[config.mk]
export PLATFORM = sky130hd
export DESIGN_NAME = pcf8563_time_sched
export DESIGN_NICKNAME = d
export VERILOG_FILES = /design/src/rtl/pcf8563_time_sched.sv
export SDC_FILE = /design/constraint.sdc
export NUM_CORES = 1
export LEC_CHECK = 0
export CORE_MARGIN = 1
export CORE_UTILIZATION = 30
export CTS_CLUSTER_DIAMETER = 100
export DETAILED_ROUTE_END_ITERATION = 8
export PLACE_DENSITY_LB_ADDON = 0.05
export SLEW_MARGIN = 20
export SYNTH_ARGS = -nofsm -noshare
export SYNTH_HDL_FRONTEND = slang
export SYNTH_SLANG_ARGS = --single-unit
export TNS_END_PERCENT = 5
[constraint.sdc]
create_clock -name clk -period 3.9 [get_ports clk]
set_input_delay 0.78 -clock clk [delete_from_list [all_inputs] [get_ports clk]]
set_output_delay 0.78 -clock clk [all_outputs]
set_load 0.03 [all_outputs]
[src/rtl/pcf8563_time_sched.sv]
// PCF8563 time-read scheduler: polls seconds..years and publishes BCD time.
// Optional seconds recheck after the frame: define PCF8563_SEC_RECHECK_EN.
module pcf8563_time_sched #(
  parameter int unsigned POLL_DIV    = 100_000_000,
  parameter logic [7:0]  BASE_ADDR   = 8'h02,
  parameter int unsigned N_REGS      = 7,
  parameter int unsigned TIMEOUT_CYC = 2_000_000
) (
  input  logic       clk,
  input  logic       rst_n,
  input  logic       en,
  input  logic       force_rd,
  output logic       req_start,
  output logic [7:0] req_addr,
  input  logic [7:0] req_rdata,
  input  logic       req_done,
  output logic [6:0] sec,
  output logic [6:0] min,
  output logic [5:0] hour,
  output logic [5:0] day,
  output logic [2:0] wday,
  output logic [4:0] mon,
  output logic       century,
  output logic [7:0] year,
  output logic       vl_flag,
  output logic       time_valid,
  output logic       busy,
  output logic       err_timeout
);

  localparam int PW = $clog2(POLL_DIV);
  localparam int TW = $clog2(TIMEOUT_CYC + 1);
  localparam logic [PW-1:0] POLL_LAST = PW'(POLL_DIV - 1);
  localparam logic [TW-1:0] TMO_LAST  = TW'(TIMEOUT_CYC - 1);
  localparam logic [2:0]    IDX_LAST  = 3'(N_REGS - 1);

  typedef enum logic [2:0] {
    S_IDLE,
    S_ISSUE,
    S_WAIT,
    S_NEXT,
    S_PUB
  } state_t;

  state_t          r_state;
  state_t          w_state_nxt;
  logic [2:0]      r_idx;
  logic [2:0]      w_idx_nxt;
  logic [7:0]      w_addr_nxt;
  logic [PW-1:0]   r_poll;
  logic            r_pend;
  logic [TW-1:0]   r_tmo;
  logic [7:0]      r_shadow [0:6];
  logic [7:0]      r_addr;
  logic            r_err;
  logic [6:0]      r_sec;
  logic [6:0]      r_min;
  logic [5:0]      r_hour;
  logic [5:0]      r_day;
  logic [2:0]      r_wday;
  logic [4:0]      r_mon;
  logic            r_cent;
  logic [7:0]      r_year;
  logic            r_vl;

  logic            w_tick;
  logic            w_take;
  logic            w_tmo;
  logic            w_last;
  logic            w_load;
  logic            w_unused;

`ifdef PCF8563_SEC_RECHECK_EN
  logic [7:0]      r_chk;
  logic            r_retried;
  logic            w_chk_idx;
  logic            w_retry;

  assign w_chk_idx = (r_idx == 3'(N_REGS));
  assign w_retry   = (r_chk[6:0] != r_shadow[0][6:0]) && !r_retried;
`endif

  assign w_tick = en && (r_poll == POLL_LAST);
  assign w_take = (r_state == S_IDLE) && en && r_pend;
  assign w_tmo  = (r_state == S_WAIT) && !req_done && (r_tmo == TMO_LAST);
  assign w_last = (r_idx == IDX_LAST);
  assign w_load = (r_state == S_NEXT) && (w_state_nxt == S_PUB);

  always_ff @(posedge clk or negedge rst_n) begin
    if (!rst_n) begin
      r_state <= S_IDLE;
    end else begin
      r_state <= w_state_nxt;
    end
  end

  always_comb begin
    w_state_nxt = r_state;
    w_idx_nxt   = r_idx;
    unique case (r_state)
      S_IDLE: begin
        if (w_take) begin
          w_state_nxt = S_ISSUE;
          w_idx_nxt   = 3'd0;
        end
      end
      S_ISSUE: w_state_nxt = S_WAIT;
      S_WAIT: begin
        if (req_done) begin
          w_state_nxt = S_NEXT;
        end else if (w_tmo) begin
          w_state_nxt = S_IDLE;
        end
      end
      S_NEXT: begin
        if (!en) begin
          w_state_nxt = S_IDLE;
`ifdef PCF8563_SEC_RECHECK_EN
        end else if (w_chk_idx) begin
          if (w_retry) begin
            w_state_nxt = S_ISSUE;
            w_idx_nxt   = 3'd0;
          end else begin
            w_state_nxt = S_PUB;
          end
        end else if (w_last) begin
          w_state_nxt = S_ISSUE;
          w_idx_nxt   = 3'(N_REGS);
`else
        end else if (w_last) begin
          w_state_nxt = S_PUB;
`endif
        end else begin
          w_state_nxt = S_ISSUE;
          w_idx_nxt   = r_idx + 3'd1;
        end
      end
      S_PUB: w_state_nxt = S_IDLE;
      default: w_state_nxt = S_IDLE;
    endcase
  end

  always_comb begin
    req_start  = (r_state == S_ISSUE);
    time_valid = (r_state == S_PUB);
    busy       = (r_state != S_IDLE);
  end

  // The recheck access re-reads the seconds register.
`ifdef PCF8563_SEC_RECHECK_EN
  assign w_addr_nxt = (w_idx_nxt == 3'(N_REGS)) ? BASE_ADDR
                    : BASE_ADDR + {5'd0, w_idx_nxt};
`else
  assign w_addr_nxt = BASE_ADDR + {5'd0, w_idx_nxt};
`endif

  always_ff @(posedge clk or negedge rst_n) begin
    if (!rst_n) begin
      r_poll <= '0;
      r_pend <= 1'b0;
    end else if (!en) begin
      r_poll <= '0;
      r_pend <= 1'b0;
    end else begin
      r_poll <= w_tick ? '0 : r_poll + 1'b1;
      if (w_take) begin
        r_pend <= 1'b0;
      end else if (w_tick || force_rd) begin
        r_pend <= 1'b1;
      end
    end
  end

  always_ff @(posedge clk or negedge rst_n) begin
    if (!rst_n) begin
      r_idx  <= 3'd0;
      r_addr <= 8'd0;
      r_tmo  <= '0;
      r_err  <= 1'b0;
      for (int i = 0; i < 7; i++) begin
        r_shadow[i] <= 8'd0;
      end
`ifdef PCF8563_SEC_RECHECK_EN
      r_chk     <= 8'd0;
      r_retried <= 1'b0;
`endif
    end else begin
      r_idx <= w_idx_nxt;
      if (w_state_nxt == S_ISSUE) begin
        r_addr <= w_addr_nxt;
      end
      if (r_state == S_ISSUE) begin
        r_tmo <= '0;
      end else if (r_state == S_WAIT) begin
        r_tmo <= r_tmo + 1'b1;
      end
      if (w_tmo) begin
        r_err <= 1'b1;
      end else if (w_load) begin
        r_err <= 1'b0;
      end
`ifdef PCF8563_SEC_RECHECK_EN
      if (w_take) begin
        r_retried <= 1'b0;
      end else if (r_state == S_NEXT && en && w_chk_idx && w_retry) begin
        r_retried <= 1'b1;
      end
      if (r_state == S_WAIT && req_done) begin
        if (w_chk_idx) begin
          r_chk <= req_rdata;
        end else begin
          r_shadow[r_idx] <= req_rdata;
        end
      end
`else
      if (r_state == S_WAIT && req_done) begin
        r_shadow[r_idx] <= req_rdata;
      end
`endif
    end
  end

  // Fields load on entry to PUBLISH so they are valid with time_valid.
  always_ff @(posedge clk or negedge rst_n) begin
    if (!rst_n) begin
      r_sec  <= '0;
      r_vl   <= 1'b0;
      r_min  <= '0;
      r_hour <= '0;
      r_day  <= '0;
      r_wday <= '0;
      r_mon  <= '0;
      r_cent <= 1'b0;
      r_year <= '0;
    end else if (w_load) begin
      r_sec  <= r_shadow[0][6:0];
      r_vl   <= r_shadow[0][7];
      r_min  <= r_shadow[1][6:0];
      r_hour <= r_shadow[2][5:0];
      r_day  <= r_shadow[3][5:0];
      r_wday <= r_shadow[4][2:0];
      r_mon  <= r_shadow[5][4:0];
      r_cent <= r_shadow[5][7];
      r_year <= r_shadow[6];
    end
  end

`ifdef PCF8563_SEC_RECHECK_EN
  assign w_unused = ^{r_shadow[1][7], r_shadow[2][7:6], r_shadow[3][7:6],
                      r_shadow[4][7:3], r_shadow[5][6:5], r_chk[7]};
`else
  assign w_unused = ^{r_shadow[1][7], r_shadow[2][7:6], r_shadow[3][7:6],
                      r_shadow[4][7:3], r_shadow[5][6:5]};
`endif

  assign req_addr    = r_addr;
  assign err_timeout = r_err;
  assign sec         = r_sec;
  assign vl_flag     = r_vl;
  assign min         = r_min;
  assign hour        = r_hour;
  assign day         = r_day;
  assign wday        = r_wday;
  assign mon         = r_mon;
  assign century     = r_cent;
  assign year        = r_year;

endmodule

# Word-level counts from Yosys, hierarchy flattened
# Index checks and enable logic that the tools add are counted.
[word_totals] ff_bits=164 out_inout_bits=56
[classes] add_sub_neg=4 magnitude_cmp=2 eq_ne=10 mux=22 bitwise=1 n_reduce_logical=14
[ops] cell="$bwmux W56" n=1
[ops] cell="$mux W27" n=2
[ops] cell="$mux W21" n=2
[ops] cell="$add A27 B1 Y27 const B" n=1
[ops] cell="$eq A27 B27 Y1 const B" n=1
[ops] cell="$demux W8 S3" n=1
[ops] cell="$mux W3" n=8
[ops] cell="$add A21 B1 Y21 const B" n=1
[ops] cell="$eq A21 B21 Y1 const B" n=1
[ops] cell="$pmux W3 S4" n=1
[ops] cell="$eq A3 B3 Y1 const B" n=3
[ops] cell="$logic_and A1 B1 Y1" n=8
[ops] cell="$mux W8" n=1
[ops] cell="$eq A3 B1 Y1 const B" n=2
[ops] cell="$eq A3 B2 Y1 const B" n=2
[ops] cell="$pmux W3 S2" n=1
[ops] cell="$mux W1" n=5
[ops] cell="$add A2 B3 Y4 const A" n=1
[ops] cell="$ge A4 B4 Y1 const B" n=1
[ops] cell="$lt A4 B1 Y1 const B" n=1
[ops] cell="$not A3 Y4" n=1
[ops] cell="$reduce_bool A2 Y1" n=2
[ops] cell="$add A3 B1 Y3 const B" n=1
[ops] cell="$logic_not A3 Y1" n=1
[ops] cell="other kinds (4)" n=4

# Logic depth before layout (Yosys ltp)
# Gate-level depths: netlist of run 1.
[depth] depth_word=10 ltp_mapped=6

# Least setup slack after synthesis of run 1
# No wires, ideal clock.
[synth_timing] path_kind="input to register" from="in en" to="reg r_day[0] (netlist: day[0])" setup_time_ns=0.125 t_arrival_ns=2.075 required_time_ns=3.775 setup_slack_ns=1.701 stages=5 n_path_buf=2 cell_sequence="clkbuf_1 nand4b_1 nor2_2 buf_2 mux2_2"
[synth_via] elab_chain_len=6 word_cells_on_any_way=7
[synth_lines] item="from (decl)" line_no="11" rtl="input logic en,"
[synth_lines] item="$logic_and A1 B1 Y1 (2 in a row)" line_no="84" rtl="assign w_take = (r_state == S_IDLE) && en && r_pend;"
[synth_lines] item="$mux W3" line_no="102" rtl="if (w_take) begin"
[synth_lines] item="$pmux W3 S4 *" line_no="100" rtl="unique case (r_state)"
[synth_lines] item="$eq A3 B3 Y1 *" line_no="87" rtl="assign w_load = (r_state == S_NEXT) && (w_state_nxt == S_PUB);"
[synth_lines] item="$logic_and A1 B1 Y1 *" line_no="87"
[synth_lines] item="to (signal assigned)" line_no="240" rtl="r_day <= r_shadow[3][5:0];"
[synth_lines] item="to (decl)" line_no="59" rtl="logic [5:0] r_day;"
# Mark *: on every way between the ends. The rest lies on a longest branch, timed or not.
# A chain may end at the register's enable or synchronous reset.

# Worst setup path after layout of run 1
[layout_timing] from="reg r_state[2]" to="out req_start"
[layout_via] elab_chain_len=1
[layout_lines] item="from (decl)" line_no="45" rtl="state_t r_state;"
[layout_lines] item="from (signal assigned)" line_no="93" rtl="r_state <= w_state_nxt;"
[layout_lines] item="$eq A3 B1 Y1" line_no="144" rtl="req_start = (r_state == S_ISSUE);"
[layout_lines] item="to (decl)" line_no="13" rtl="output logic req_start,"
# Every way passes these cells.

==> results.ini, run 1 <==
[cells_and_area]
mostFrequentLayoutCell = dfrtp_1
layout-drive-gt1-share_pct = 23.6
diodes = 0
stdcell_area_um2 = 8090
layout.cells.non_filler = 885
final_nets = 615
area_growth_pct = 23.1
layout_common_cells = 148 x dfrtp_1, 90 x mux2_2, 63 x clkdlybuf4s50_1
nFillCells = 2080

[timing]
relSlewSlack_pct = 36.7
max_freq_mhz = 325
finalHoldViolCount = 0
grt_setup_unrepaired = false
layout_min_cycle_time_ps = 3080
setup_violations = 0
period_share_pct = 78.9
tns_ps = 0
drv_slew = 0
final.setup_skew_ps = 11.5
holdWs_ps = 411
worst_pin_slew_ps = 942

[power]
power_leakage_nw = 3.61
vdd_drop_max_v = 0.000269
p_per_area_nw_per_um2 = 521

[clocking]
cts_buffers = 17
clk_pin_slew_worst_paths_ps = 70
cts_resized = 0
ctsHoldBuffers = 0
htreeDepth = 4
cts_tree = done
root_buffer = clkbuf_16
cts_setup_buffers = 0
cts.sinks = 148
clockBufferDepth = 2
clk_latency_ps = 420

[setup_path]
path_class = register to output pin
crit_arrival_ps = 2300
crit_fanout = 13
worstSetupEndpointType = output pin
start_kind = register
required_ps = 3120

[die]
row_count = 53
start_util_pct = 31.0
die_w_um = 150
core_area_um2 = 21200
io_pins = 69
die_area_um2 = 22500
die_y_um = 150

[placed_design]
placed_area_um2 = 7500
placedCellCount = 853
dp_hpwl_um = 10100
io_buffers = 64
routabilityCongestion = 0.745

[grt]
overflow = 0
grt_first_pass_wirelength_um = 24700
grt_pass1_vias = 4442
grt_use_total_pct = 14.5
grt_max_degree = 88
grt_antenna_before_repair = 0

[drt]
drc = 0
wl_um = 15200
final_antenna_net_count = 0
vias_per_cell = 4.98
drt-pass1-iter-count = 4
drt_iter0_markers = 189
via_count = 4404
wl_per_cell_um = 17.2

[yosys]
synth_area_um2 = 6570
ys_async_sr_fraction_pct = 100
yosys.cell_types.count = 57
synth_edf_count = 0
yosys-top-cells-area = dfrtp_1 56%, mux2_2 15%, nand2_1 2.3%, mux2i_1 1.7%, nand3_1 1.6%
ys_ff_latch = 148
netlist_instances = 528
seq_area_frac_synth_pct = 56.4
yosys.area.top_type = dfrtp_1
synth_area_per_cell_um2 = 12.4
synth_top_flop_cell = dfrtp_1
ys_warn_count = 0
synth_top_area_share_pct = 56.4

[flow_run]
drv_cap = 0

[run_status]
status = complete, no violations

[hold_path]
hold_class = input port to asynchronous set/reset pin

[layout make-up]
type                    instances  area, um^2  share of cell area (%)
well taps                     275         344                    4.25
repair buffers                 70         687                    8.49
clock inverters                15         163                    2.01
inverters                       8        30.0                   0.371
flip-flops and latches        148        3700                    45.8
multi-input cells             352        2740                    33.8
clock buffers                  17         425                    5.26
[worst paths after layout]
kind | startpoint | slack [ps] | cells after the start | end
setup / recovery | r_state[2] | 820 | 4 | req_start
hold reg to reg | r_shadow[54] | 500 | 1 | sec[6]
hold / removal | rst_n | 410 | 1 | r_tmo[8]
min in group clk | r_shadow[54] | 500 | 1 | sec[6]
max in group asynchronous | rst_n | 2630 | 2 | r_tmo[19]
setup reg to reg | r_state[2] | 1700 | 5 | r_shadow[5]
[synthesized netlist by cell type (2+ instances only)]
master and instances:
a21o_1 2, a21oi_1 18, a31oi_1 4, and2_1 3, and3_1 11, and4_1 7
and4b_1 2, buf_2 10, buf_4 6, clkbuf_1 6, dfrtp_1 148, ha_1 5
inv_1 8, mux2_2 90, mux2i_1 11, nand2_1 40, nand2b_1 3, nand3_1 21
nand3_4 2, nand4_1 13, nand4b_1 3, nor2_1 20, nor3_1 7, nor3b_4 3
nor4_1 5, nor4b_1 2, nor4bb_1 2, o21ai_0 18, o22ai_1 2, o31a_1 2
o31ai_1 7, or3_1 7, or4_1 7, xnor2_1 4, xor2_1 7
[worst max-delay path, cell delays in order (launching register included)]
cell and delay [ps]:
dfrtp_1 470, nor2_1 130, nand2_1 300, inv_1 270
clkdlybuf4s50_1 700
[cells by family after synthesis]
logic type / share of synthesized area (%)
flip-flops: 56.4
multiplexers: 17.1
buffers and inverters: 2.32
XOR/XNOR: 1.47
AO/OA/AOI/OAI: 5.56
AND/OR/NAND/NOR: 16.2
other: 0.0571
adder cells (fa/ha/maj): 0.952
[metal layers]
layer	global-route usage, %	share of wire [%]	vias to the layer above
li1	-	-	2058
met1	19.9	48	2262
met2	22.6	47	73
met3	3.45	3.5	11
met4	4.24	0.97	0
met5	0	0	-
[stage by stage]
step / power (W) / setup slack (ps) / util, %
6_report: 0.00421 / 822 / 38.1
3_3_place_gp: 0.00258 / 892 / 35.3
3_5_place_dp: 0.00261 / 857 / 35.3
5_1_grt: 0.00443 / 660 / 38.1
2_1_floorplan: 0.00236 / 1700 / -
4_1_cts: 0.00428 / 775 / 38.1
[sequential cells by signal, indices dropped and copies added (netlist names)]
register     count
wday             3
r_poll          27
mon              5
r_state          3
req_addr         4
year             8
r_pend           1
vl_flag          1
r_shadow        44
err_timeout      1
sec              7
day              6
hour             6
r_idx            3
r_tmo           21
century          1
min              7
[power by group]
| part | internal, W | switching [W] |
|---|---|---|
| Sequential | 0.00174 | 0.000159 |
| Clock | 0.000912 | 0.000735 |
| Combinational | 0.000302 | 0.000370 |
No activity file was read; power rests on OpenSTA's default activity.
==> run 2, diff against run 1 <==
==> constraint.sdc (replaced) <==
create_clock -name clk -period 3.01 [get_ports clk]
set_input_delay 0.602 -clock clk [delete_from_list [all_inputs] [get_ports clk]]
set_output_delay 0.602 -clock clk [all_outputs]
set_load 0.03 [all_outputs]
==> run 2 against run 1 <==
Non-clock buffer count is 2 higher; final area increased by 0.42%; largest power group unchanged; critical endpoint is now busy; die area stayed put.
==> results.ini, run 2 (synthesis results as in run 1) <==
[cells_and_area]
reg_top3 = r_shadow: 44 flops, r_poll: 27 flops, r_tmo: 21 flops  ; unchanged
layout_common_cells = 148 x dfrtp_1, 90 x mux2_2, 63 x clkdlybuf4s50_1  ; unchanged
diodes = 0  ; unchanged
final_nets = 617  ; was 615
nFillCells = 2078  ; was 2080
mostFrequentLayoutCell = dfrtp_1  ; unchanged
regMostFlops = r_shadow  ; unchanged
layout-drive-gt1-share_pct = 23.5  ; was 23.6%
area_growth_pct = 23.6  ; was 23.1%
largest_reg_flops = 44  ; unchanged

[clocking]
clk_latency_ps = 420  ; about the same
cts_setup_buffers = 0  ; unchanged
root_buffer = clkbuf_16  ; unchanged
clk_pin_slew_worst_paths_ps = 60  ; was 70 ps
htreeDepth = 4  ; unchanged
cts_resized = 0  ; unchanged
clockBufferDepth = 2  ; unchanged
ctsHoldBuffers = 0  ; unchanged
cts.sinks = 148  ; unchanged
cts_buffers = 17  ; unchanged
cts_tree = done  ; unchanged

[setup_path]
slowest_delay_ps = 600  ; was 700 ps
crit_slowest_cell = clkdlybuf4s50_1  ; unchanged
crit_chain = nor3_1, inv_1, clkdlybuf4s50_1  ; was nor2_1, nand2_1, inv_1, clkdlybuf4s50_1
r2r_cells = 6  ; was 5
start_kind = register  ; unchanged
rrSetupSlack_ps = 880  ; was 1700 ps
crit_arrival_ps = 1960  ; was 2300 ps
crit_fanout = 7  ; was 13
worstSetupEndpointType = output pin  ; unchanged
path_class = register to output pin  ; unchanged
required_ps = 2410  ; was 3120 ps

[timing]
max_freq_mhz = 390
tns_ps = 0  ; unchanged
period_share_pct = 85.3
final.setup_skew_ps = 9.62  ; was 11.5 ps
relSlewSlack_pct = 35.7  ; was 36.7%
layout_min_cycle_time_ps = 2570
finalHoldViolCount = 0  ; unchanged
drv_slew = 0  ; unchanged
grt_setup_unrepaired = false  ; unchanged
setup_violations = 0  ; unchanged
worst_pin_slew_ps = 957  ; was 942 ps

[power]
vdd_drop_max_v = 0.000349  ; was 0.000269 V
power_frac_seq_pct = 45.2  ; was 45.0%
finalPower_w = 0.00545  ; was 0.00421 W
p_per_area_nw_per_um2 = 671  ; was 521 nW/um^2
intPower_w = 0.00389  ; was 0.00295 W
swShare_pct = 28.7  ; was 30.0%
power_leakage_nw = 3.61  ; about the same
p_comb_share_pct = 16.1  ; was 16.0%
power_switching_w = 0.00156  ; was 0.00126 W
pwr-share-clk_pct = 38.7  ; was 39.1%

[grt]
globalRouteMet2Util_pct = 23.3  ; was 22.6%
grt_antenna_before_repair = 0  ; unchanged
grt_util_met3_pct = 4.30  ; was 3.45%
grt_pass1_vias = 4587  ; was 4442
gr-max-usage-layer = met2  ; unchanged
overflow = 0  ; unchanged
met1_usage_pct = 19.3  ; was 19.9%
grt_use_total_pct = 14.7  ; was 14.5%
grt_max_degree = 64  ; was 88
grt_first_pass_wirelength_um = 25100  ; was 24700 um

[hold_path]
hold_class = input port to asynchronous set/reset pin  ; unchanged

[drt]
vias_per_cell = 4.99  ; was 4.98
final_antenna_net_count = 0  ; unchanged
wl_um = 15200  ; unchanged
drt-pass1-iter-count = 5  ; was 4
via_count = 4425  ; was 4404
wl_per_cell_um = 17.2  ; about the same
drc = 0  ; unchanged
drt_iter0_markers = 217  ; was 189

[die]
die_y_um = 150  ; unchanged
io_pins = 69  ; unchanged
die_area_um2 = 22500  ; unchanged
core_area_um2 = 21200  ; unchanged
row_count = 53  ; unchanged
start_util_pct = 31.0  ; unchanged
die_w_um = 150  ; unchanged

[run_status]
status = complete, no violations  ; unchanged

[flow_run]
drv_cap = 0  ; unchanged

[placed_design]
io_buffers = 64  ; unchanged
dp_hpwl_um = 10200  ; was 10100 um
routabilityCongestion = 0.733  ; was 0.745

-- run 2: path summary, 6_finish.rpt --
check	startpoint	end
min reg2reg	r_shadow[18]	wday[2]
min	rst_n	r_tmo[8]
min in group clk	r_shadow[18]	wday[2]
max	r_state[2]	busy
max reg2reg	r_poll[0]	r_poll[25]
max in group asynchronous	rst_n	r_state[2]
-- run 2: routing by layer --
layer  up-vias  share of wire, %
li1       2070                 -
met1      2250                46
met2        92                49
met3        13               4.3
met4         0              0.81
met5         -                 0
-- run 2: stage by stage --
step | setup WS, ps | instance area [um^2] | utilization (%) | cells | hold slack (ps)
2_1_floorplan | 989 | 6580 | - | 531 | 306
3_3_place_gp | 584 | 7540 | 35.5 | 855 | 477
3_5_place_dp | 544 | 7540 | 35.5 | 855 | 487
4_1_cts | 403 | 8120 | 38.3 | 887 | 205
5_1_grt | 346 | 8120 | 38.3 | 887 | 225
6_report | 444 | 8120 | 38.3 | 887 | 178
-- run 2: power groups by stage --
stage	Sequential, W	Combinational [W]	Clock [W]
after floorplan	0.00245	0.000599	0
after global placement	0.00249	0.000879	0
after detailed placement	0.00250	0.000894	0
after CTS	0.00246	0.000896	0.00218
after global routing	0.00250	0.000976	0.00226
final	0.00246	0.000878	0.00211
-- run 2: final cells by class --
cell class	instances	area, um^2	area share (%)
Inverter	8	30.0	0.370
Tap cell	275	344	4.24
Multi-Input combinational cell	352	2740	33.7
Sequential cell	148	3700	45.6
Timing Repair Buffer	72	727	8.95
Clock inverter	13	149	1.83
Clock buffer	19	433	5.33
-- run 2: critical path: cells and delay by family, from the launching register on --
kind / cells / cell delay (ps)
flops: 1 / 470
simple gates: 1 / 400
buf+inv: 2 / 680
